File: src/rtl/cla_subtractor_pipe_if.sv
// Handshake bus for cla_subtractor_pipe: operand stream in, difference stream out.
// master = producer/consumer side (bench), slave = the subtractor.
interface cla_subtractor_pipe_if #(
  parameter int WIDTH = 4
);
  logic             in_valid;
  logic             in_ready;
  logic [WIDTH-1:0] A;
  logic [WIDTH-1:0] B;
  logic             bin;
  logic             out_valid;
  logic             out_ready;
  logic [WIDTH-1:0] D;
  logic             bout;
  logic             zero;

  modport master (
    output in_valid, A, B, bin, out_ready,
    input  in_ready, out_valid, D, bout, zero
  );

  modport slave (
    input  in_valid, A, B, bin, out_ready,
    output in_ready, out_valid, D, bout, zero
  );
endinterface

File: src/rtl/cla_subtractor_pipe.sv
// Two-stage pipelined unsigned subtractor, D = A - B - bin, with borrow lookahead
// inside 4-bit groups and group borrows rippled between groups.
// Optional macro SUB_SATURATE_EN clamps underflowing results to zero.

// One 4-bit borrow-lookahead group; all internal borrows are flat sum-of-products.
module cla_sub_group (
  input  logic [3:0] a,
  input  logic [3:0] b,
  input  logic       cin,
  output logic [3:0] d,
  output logic       cout
);
  logic [3:0] g, p;
  logic [4:0] c;

  assign g = ~a & b;
  assign p = ~(a ^ b);

  assign c[0] = cin;
  assign c[1] = g[0] | (p[0] & c[0]);
  assign c[2] = g[1] | (p[1] & g[0]) | (p[1] & p[0] & c[0]);
  assign c[3] = g[2] | (p[2] & g[1]) | (p[2] & p[1] & g[0])
              | (p[2] & p[1] & p[0] & c[0]);
  assign c[4] = g[3] | (p[3] & g[2]) | (p[3] & p[2] & g[1])
              | (p[3] & p[2] & p[1] & g[0]) | (p[3] & p[2] & p[1] & p[0] & c[0]);

  assign d    = a ^ b ^ c[3:0];
  assign cout = c[4];
endmodule

module cla_subtractor_pipe #(
  parameter int WIDTH = 4
) (
  input  logic                  clk,
  input  logic                  rst,
  cla_subtractor_pipe_if.slave  bus
);
  localparam int NG = WIDTH / 4;

  logic             s1_valid, s2_valid;
  logic [WIDTH-1:0] s1_a, s1_b;
  logic             s1_bin;
  logic [WIDTH-1:0] s2_d;
  logic             s2_bout, s2_zero;

  logic             s2_adv, in_fire;
  logic [NG:0]      gc;
  logic [WIDTH-1:0] diff, d_fin;

  // Output stage can take new data when empty or being drained this cycle.
  assign s2_adv   = ~s2_valid | bus.out_ready;
  assign in_fire  = bus.in_valid & bus.in_ready;
  assign bus.in_ready = ~s1_valid | s2_adv;

  // Group chain: group borrow-out feeds the next group's borrow-in.
  assign gc[0] = s1_bin;
  for (genvar gi = 0; gi < NG; gi++) begin : g_grp
    cla_sub_group u_grp (
      .a    (s1_a[gi*4 +: 4]),
      .b    (s1_b[gi*4 +: 4]),
      .cin  (gc[gi]),
      .d    (diff[gi*4 +: 4]),
      .cout (gc[gi+1])
    );
  end

  // Final difference, clamped at zero on underflow when saturation is built in.
  always_comb begin
`ifdef SUB_SATURATE_EN
    d_fin = gc[NG] ? '0 : diff;
`else
    d_fin = diff;
`endif
  end

  // Stage 1: capture operands on accept; empties when it hands off to stage 2.
  always_ff @(posedge clk) begin
    if (rst) begin
      s1_valid <= 1'b0;
      s1_a     <= '0;
      s1_b     <= '0;
      s1_bin   <= 1'b0;
    end else begin
      if (in_fire) begin
        s1_valid <= 1'b1;
        s1_a     <= bus.A;
        s1_b     <= bus.B;
        s1_bin   <= bus.bin;
      end else if (s2_adv) begin
        s1_valid <= 1'b0;
      end
    end
  end

  // Stage 2: register result when allowed to advance; holds stable while stalled.
  always_ff @(posedge clk) begin
    if (rst) begin
      s2_valid <= 1'b0;
      s2_d     <= '0;
      s2_bout  <= 1'b0;
      s2_zero  <= 1'b0;
    end else if (s2_adv) begin
      s2_valid <= s1_valid;
      if (s1_valid) begin
        s2_d    <= d_fin;
        s2_bout <= gc[NG];
        s2_zero <= (d_fin == '0);
      end
    end
  end

  assign bus.out_valid = s2_valid;
  assign bus.D         = s2_d;
  assign bus.bout      = s2_bout;
  assign bus.zero      = s2_zero;
endmodule

File: src/flat_wrapper.sv
// flat-port wrapper written by rule: the top's interface ports become plain ports
module cla_subtractor_pipe_flat 
#(
  parameter int WIDTH = 4
)
  (clk, rst, bus_in_valid, bus_A, bus_B, bus_bin, bus_out_ready, bus_in_ready, bus_out_valid, bus_D, bus_bout, bus_zero);
  cla_subtractor_pipe_if #(.WIDTH(WIDTH)) bus_i ();
  input  logic clk;
  input  logic rst;
  input wire logic [$bits(bus_i.in_valid)-1:0] bus_in_valid;
  input wire logic [$bits(bus_i.A)-1:0] bus_A;
  input wire logic [$bits(bus_i.B)-1:0] bus_B;
  input wire logic [$bits(bus_i.bin)-1:0] bus_bin;
  input wire logic [$bits(bus_i.out_ready)-1:0] bus_out_ready;
  output wire logic [$bits(bus_i.in_ready)-1:0] bus_in_ready;
  output wire logic [$bits(bus_i.out_valid)-1:0] bus_out_valid;
  output wire logic [$bits(bus_i.D)-1:0] bus_D;
  output wire logic [$bits(bus_i.bout)-1:0] bus_bout;
  output wire logic [$bits(bus_i.zero)-1:0] bus_zero;
  assign bus_i.in_valid = bus_in_valid;
  assign bus_i.A = bus_A;
  assign bus_i.B = bus_B;
  assign bus_i.bin = bus_bin;
  assign bus_i.out_ready = bus_out_ready;
  assign bus_in_ready = bus_i.in_ready;
  assign bus_out_valid = bus_i.out_valid;
  assign bus_D = bus_i.D;
  assign bus_bout = bus_i.bout;
  assign bus_zero = bus_i.zero;
  cla_subtractor_pipe #(.WIDTH(WIDTH)) u_core (.clk(clk), .rst(rst), .bus(bus_i));
endmodule
File: config.mk
export PLATFORM = sky130hd
export DESIGN_NAME = cla_subtractor_pipe_flat
export DESIGN_NICKNAME = d
export VERILOG_FILES = /design/src/rtl/cla_subtractor_pipe_if.sv /design/src/rtl/cla_subtractor_pipe.sv /design/src/flat_wrapper.sv
export SDC_FILE = /design/constraint.sdc
export NUM_CORES = 1
export LEC_CHECK = 0
export BUFFER_PORTS_ARGS = -buffer_cell sky130_fd_sc_hd__buf_2
export CORE_ASPECT_RATIO = 1.2
export CORE_MARGIN = 2
export CORE_UTILIZATION = 50
export CTS_BUF_LIST = sky130_fd_sc_hd__clkbuf_4 sky130_fd_sc_hd__clkbuf_8 sky130_fd_sc_hd__clkbuf_16
export DETAILED_ROUTE_END_ITERATION = 7
export PLACE_DENSITY = 0.75
export SETUP_SLACK_MARGIN = 0.4
export SLEW_MARGIN = 25
export SYNTH_ARGS = -nofsm -noshare
export SYNTH_HDL_FRONTEND = slang
export SYNTH_HIERARCHICAL = 1
export SYNTH_SLANG_ARGS = --single-unit
File: constraint.sdc
create_clock -name clk -period 2.86 [get_ports clk]
set_clock_uncertainty 0.2 [all_clocks]
set_input_delay 0.286 -clock clk [delete_from_list [all_inputs] [get_ports clk]]
set_output_delay 0.286 -clock clk [all_outputs]
set_load 0.02 [all_outputs]
==> results of run 1 <==
power breakdown:
part	leakage [nW]	internal, mW	switching (mW)
clock network	0.0177	0.0522	0.0789
registers	0.140	0.252	0.0101
logic	0.322	0.0525	0.0622
total	0.479	0.357	0.151
layer usage:
metal,vias up,part of all wire,track usage
met2,19,0.50,0.2886
met3,5,0.041,0.02120
met1,339,0.43,0.1678
met5,-,0,0
met4,0,0.028,0.1212
li1,388,-,-
through the flow:
stage	power [mW]	area [um2]	utilization	hold WS, ps
floorplan	0.3530	927.1	-	203.4
global placement	0.3763	1016	0.5686	261.1
detailed placement	0.3792	1016	0.5686	268.3
CTS	0.5125	1054	0.5896	27.41
global route	0.5323	1054	0.5896	39.17
finish	0.5080	1054	0.5896	32.96
registers in the layout (all words and copies together) (netlist names):
signal / count
u_core/s1_bin: 1
u_core/bus.zero: 1
u_core/bus.out_valid: 1
u_core/bus.D: 4
u_core/s1_valid: 1
u_core/s1_a: 4
u_core/s1_b: 4
u_core/bus.bout: 1
final timing paths:
path | from | to | slack [ps] | cells past startpoint
min | bus_B[3] | u_core/s1_b[3] | 30 | 3
max | u_core/s1_a[0] | u_core/bus.zero | 850 | 8
min reg2reg | u_core/bus.D[2] | u_core/bus.D[2] | 280 | 2
max reg2reg | u_core/s1_a[0] | u_core/bus.zero | 850 | 8
critical path, delay by kind of cell, from the launching register on:
family / cells / cell delay (ps)
DFF: 1 / 390
and+or+nand+nor: 4 / 610
buffers and inverters: 1 / 80
adders and majority gates: 1 / 310
AOI/OAI and AO/OA: 2 / 370
cell families after synthesis:
logic type / after synthesis / share of synthesized area
multiplexers: 9 / 0.09717
AND/OR/NAND/NOR: 34 / 0.2186
adder cells (fa/ha/maj): 6 / 0.08907
XOR/XNOR: 2 / 0.01890
AO/OA/AOI/OAI: 22 / 0.1390
buffers and inverters: 13 / 0.07017
flip-flops: 17 / 0.3671
what timing repair did:
action | 4_1_cts | 5_1_grt
endpoints found under the hold margin | 1 | 0
hold buffers | 1 | 0
setup buffers | 0 | 0
cell type report:
cell class	count	area, um2
Fill cell	174	733.2
Sequential cell	17	340.3
Timing Repair Buffer	21	110.1
Inverter	8	30.03
Tap cell	19	23.77
Multi-Input combinational cell	73	521.8
Clock buffer	3	22.52
Clock inverter	1	5.005
placed cells by master, fill, tap and decap left out, types with 2 or more instances in the layout:
| master | count |
|---|---|
| buf_2 | 20 |
| nand2b_1 | 19 |
| dfxtp_1 | 17 |
| a21oi_1 | 10 |
| mux2i_1 | 9 |
| inv_1 | 8 |
| nand3_1 | 7 |
| o21ai_0 | 7 |
| ha_1 | 5 |
| clkbuf_4 | 3 |
| nor2_1 | 2 |
| a21o_1 | 2 |
| xor2_1 | 2 |
| nor3_1 | 2 |
==> summary.md, run 1 <==
| Metric | Value |
|---|---|
| CTS buffer count | `3` |
| Power Dens Cells | `a little under 500 nW/um2` |
| Clk_lat worst skew | `300 ps` |
| Gr ovfl total | `0` |
| Count leader, synth | `nand2b_1` |
| Pleak | `0.4790 nW` |
| Crit path top cell by count | `a21oi_1` |
| Max Buffers Root-to-Sink | `2` |
| Relative slew slack | `0.5453` |
| Worst setup EP type | `register` |
| DP Worst Slack | `897.1 ps` |
| Crit Path Category | `reg -> reg` |
| Post-synth top area share | `0.3671` |
| Via/cell ratio | `5.289` |
| Setup slack after layout | `around 850 ps` |
| Fraction of registers with async set/reset | `0` |
| Tightest Hold Check Type | `in -> reg` |
| Synth Flop Type | `dfxtp_1` |
| Layout Nets | `143` |
| Syn. warnings | `6` |
| Layout Cells excl Fill | `142` |
| TritonRoute pass-1 iters | `4` |
| RSZ-0062 raised after global routing | `false` |
| Final critical-path required period | `2009 ps` |
| CTS tree | `yes` |
| Clock-pin slew on the worst setup and hold paths | `roughly 100 ps` |
| First-pass GRT wire length | `~2700 um` |
| Setup TNS | `0 ps` |
| Achievable frequency | `about 0.50 GHz` |
| Pins Over Slew Limit | `0` |
| H-tree depth | `1` |
| Final setup fails | `0` |
| Arrival time worst endpoint | `2050 ps` |
| Io pins | `21` |
| Initial Utilization | `0.5189` |
| Fin. Hold Viols | `0` |
| Syn nets | `around 120` |
| Status | `complete, no violations` |
| Worst-path maximum fanout | `3` |
| Antenna cells | `0` |
| Post-DP HPWL | `1166 um` |
| Placed cell count | `137` |
| Worst-path cell chain | `inv_1, ha_1, a21oi_1, nor2_1, nand3b_1, nor4_1, nand3_1, a21oi_1` |
| Root Buffer Master | `clkbuf_4` |
| Last weighted congestion value of the routability-driven placer | `0.7613` |
| Startpoint Class | `register` |
| Slowest cell on crit path | `dfxtp_1` |
| Slowest stage delay, CP | `roughly 390 ps` |
| Rows | `17` |
| Largest area contributor in the netlist | `dfxtp_1` |
| #FFs+latches synth | `17` |
| Post-synth EDFFs | `0` |
| Area of the core | `1787 um2` |
| Final ANT Viol Nets | `0` |
| Port Buffers | `20` |
| Via count | `751` |
| Cts repair resizes | `0` |
| Max-cap viol count | `0` |
| Total clock sinks | `17` |
| Avg Cell Area, Syn | `9.001 um2` |
| Cell count after synthesis | `~100` |
| Register area share after synthesis | `0.3671` |
| Slew @ Worst Pin | `~680 ps` |
| Gr usage total | `0.1619` |
| Vias in the first global route | `687` |
| Syn-to-layout area delta | `13.63%` |
| Synth area leaders | `dfxtp_1 37%, nand2b_1 13%, mux2i_1 9.7%, ha_1 6.7%, a21oi_1 5.4%` |
| Number of antenna violations at the first check in global routing | `0` |
| Die Ht | `51.17 um` |
| Die W | `~43 um` |
| DRT iter0 DRCs | `2` |
| Drt wl/cell | `around 11 um` |
| Largest net degree at the start of global routing | `27` |
| VDD IR max | `0.0002317 V` |
| Final WL | `around 1600 um` |
| Post-synthesis cell area | `927.1 um2` |
| Die Footprint | `approximately 2200 um2` |
| # DRC | `0` |
| Netlist cell types | `23` |
| Top cells by count, synth | `19 x nand2b_1, 17 x dfxtp_1, 10 x a21oi_1, 9 x mux2i_1, 8 x inv_1` |
| Share of layout cells above drive strength 1 | `0.2195` |
| Critical Path RT | `around 2900 ps` |
| Final Cycle Share | `0.7026` |
(Power assumes the default switching activity.)
==> run 2, diff against run 1 <==
clock period = 2.05 ns   (was 2.86 ns; I/O delays follow)
==> summary.md, run 2 (synthesis gave the netlist of run 1 again) <==
| Metric | Value |
|---|---|
| CTS tree | `yes` |
| Layout fillers | `146 (-16%)` |
| Clock power frac | `0.232 (-0.026)` |
| TritonRoute pass-1 iters | `4 (unchanged)` |
| Max Buffers Root-to-Sink | `2 (unchanged)` |
| Io pins | `21 (unchanged)` |
| Vias in the first global route | `776 (+13%)` |
| Die W | `43.31 um (unchanged)` |
| Drt wl/cell | `11.78 um (+3.2%)` |
| Area of the core | `1787 um2 (unchanged)` |
| Fin. Hold Viols | `0 (unchanged)` |
| Clock-pin slew on the worst setup and hold paths | `100 ps (about the same)` |
| Power Dens Cells | `607.0 nW/um2 (+26%)` |
| Antenna cells | `0 (unchanged)` |
| VDD IR max | `0.0003868 V (+67%)` |
| Largest net degree at the start of global routing | `27 (unchanged)` |
| Critical Path RT | `2070 ps (-830 ps)` |
| Final Cycle Share | `0.8800 (+0.1774)` |
| RSZ-0062 raised after global routing | `true` |
| Total clock sinks | `17 (unchanged)` |
| Layout Nets | `154 (+7.7%)` |
| Switching share of power | `0.2931 (-0.004505)` |
| Crit Path Category | `reg -> reg` |
| Last weighted congestion value of the routability-driven placer | `0.8366 (+9.9%)` |
| Design Area, Final | `1237 um2 (+17%)` |
| Initial Utilization | `0.5189 (unchanged)` |
| DRT iter0 DRCs | `5 (+3)` |
| Worst-path maximum fanout | `4 (+1)` |
| Via count | `776 (+3.3%)` |
| Die Footprint | `2216 um2 (unchanged)` |
| CTS buffer count | `3 (unchanged)` |
| Final ANT Viol Nets | `0 (unchanged)` |
| First-pass GRT wire length | `3174 um (+19%)` |
| Post-DP HPWL | `1154 um (-1.0%)` |
| Startpoint Class | `register` |
| Root Buffer Master | `clkbuf_4` |
| # DRC | `0 (unchanged)` |
| Port Buffers | `20 (unchanged)` |
| Most frequent cells in the layout | `20 x buf_2, 19 x nand2b_1, 13 x dfxtp_1` |
| Clk_lat worst skew | `290 ps (about the same)` |
| Combinational Power Share | `0.276 (+0.050)` |
| Final setup fails | `0 (unchanged)` |
| Syn-to-layout area delta | `33.47%` |
| Internal power | `0.5310 mW (+49%)` |
| H-tree depth | `1 (unchanged)` |
| Via/cell ratio | `5.072 (-4.1%)` |
| Setup slack after layout | `246.0 ps (-604.5 ps)` |
| Worst setup EP type | `register` |
| Final WL | `1802 um (+11%)` |
| Gr usage total | `0.1895 (+0.02756)` |
| Most common cell after layout, fill and taps aside | `buf_2` |
| Placed inst area | `1050 um2 (+3.3%)` |
| Flop pwr share | `0.492 (-0.024)` |
| Number of antenna violations at the first check in global routing | `0 (unchanged)` |
| Final critical-path required period | `1804 ps (-205.5 ps)` |
| DP Worst Slack | `243.7 ps (-653.4 ps)` |
| Tightest Hold Check Type | `in -> reg` |
| Slew @ Worst Pin | `671.2 ps (-6.824 ps)` |
| Achievable frequency | `0.5543 GHz (+11%)` |
| Die Ht | `51.17 um (unchanged)` |
| Share of layout cells above drive strength 1 | `0.3358 (+0.1163)` |
| Setup TNS | `0 ps (unchanged)` |
| Switch Pwr | `0.2201 mW (+46%)` |
| Rows | `17 (unchanged)` |
| Status | `complete, no violations` |
| Max-cap viol count | `0 (unchanged)` |
| Gr ovfl total | `0 (unchanged)` |
| Pleak | `0.5337 nW (+11%)` |
| Pins Over Slew Limit | `0 (unchanged)` |
| Arrival time worst endpoint | `1830 ps (-220 ps)` |
| Relative slew slack | `0.5499 (+0.004576)` |
==> run 2: changes by cell type in the layout (fill, tap and decap cells not counted), moves of 2 or more <==
cell and change:
dlygate4sd3_1 +9, dfxtp_1 -4, ha_1 -4, dfxtp_2 +3, ha_4 +3, a21oi_1 -2
buf_4 +2, inv_1 -2, inv_2 +2
==> run 2: final timing paths <==
check | start | endpoint | slack, ps | cells past startpoint
max | u_core/s1_a[2] | u_core/bus.zero | 250 | 8
min | rst | u_core/s1_valid | 90 | 2
max reg2reg | u_core/s1_a[2] | u_core/bus.zero | 250 | 8
min reg2reg | u_core/bus.D[2] | u_core/bus.D[2] | 280 | 2
==> run 2: critical path, stage by stage, from the launching register on <==
cell	delay (ps)
dfxtp_2	350
inv_2	50
ha_4	240
a21o_1	190
a21oi_2	120
nand3b_1	110
nor4_2	250
nand3_1	100
a21oi_1	130
==> run 2: layer usage <==
layer  routed length, um  global-route usage
met3                  64             0.03534
met1                 819              0.2313
met4                  13             0.09091
met2                 905              0.3159
met5                   0                   0
==> run 2: stage by stage <==
step                      power, mW  utilization  hold WS, ps  std cells
final                        0.7512       0.6926        94.92        153
after global routing         0.8028       0.6926        122.1        153
after CTS                    0.7303       0.6597        96.40        151
after detailed placement     0.5400       0.5875        230.6        137
after global placement       0.5352       0.5875        218.0        137
after floorplan              0.5020            -        122.4        103
==> run 2: power groups by stage <==
stage / registers, mW / logic (mW) / clock network [mW]
after floorplan: 0.383 / 0.119 / 0
after global placement: 0.375 / 0.160 / 0
after detailed placement: 0.376 / 0.164 / 0
after CTS: 0.369 / 0.181 / 0.181
after global routing: 0.373 / 0.231 / 0.200
final: 0.369 / 0.208 / 0.174
==> run 2: layout make-up <==
class                           count  area, um2  area share
Sequential cell                    17      347.8      0.2811
Multi-Input combinational cell     73      593.1      0.4793
Tap cell                           19      23.77     0.01921
Inverter                            8      30.03     0.02427
Clock inverter                      1      5.005    0.004044
Timing Repair Buffer               32      215.2      0.1739
Clock buffer                        3      22.52     0.01820
==> run 2: timing repair <==
action	in CTS	in global routing
endpoints found under the hold margin	10	0
gates resized for setup	1	12
pin swaps	1	3
hold buffers	10	0
setup buffers	0	2
setup endpoints to repair	2	13
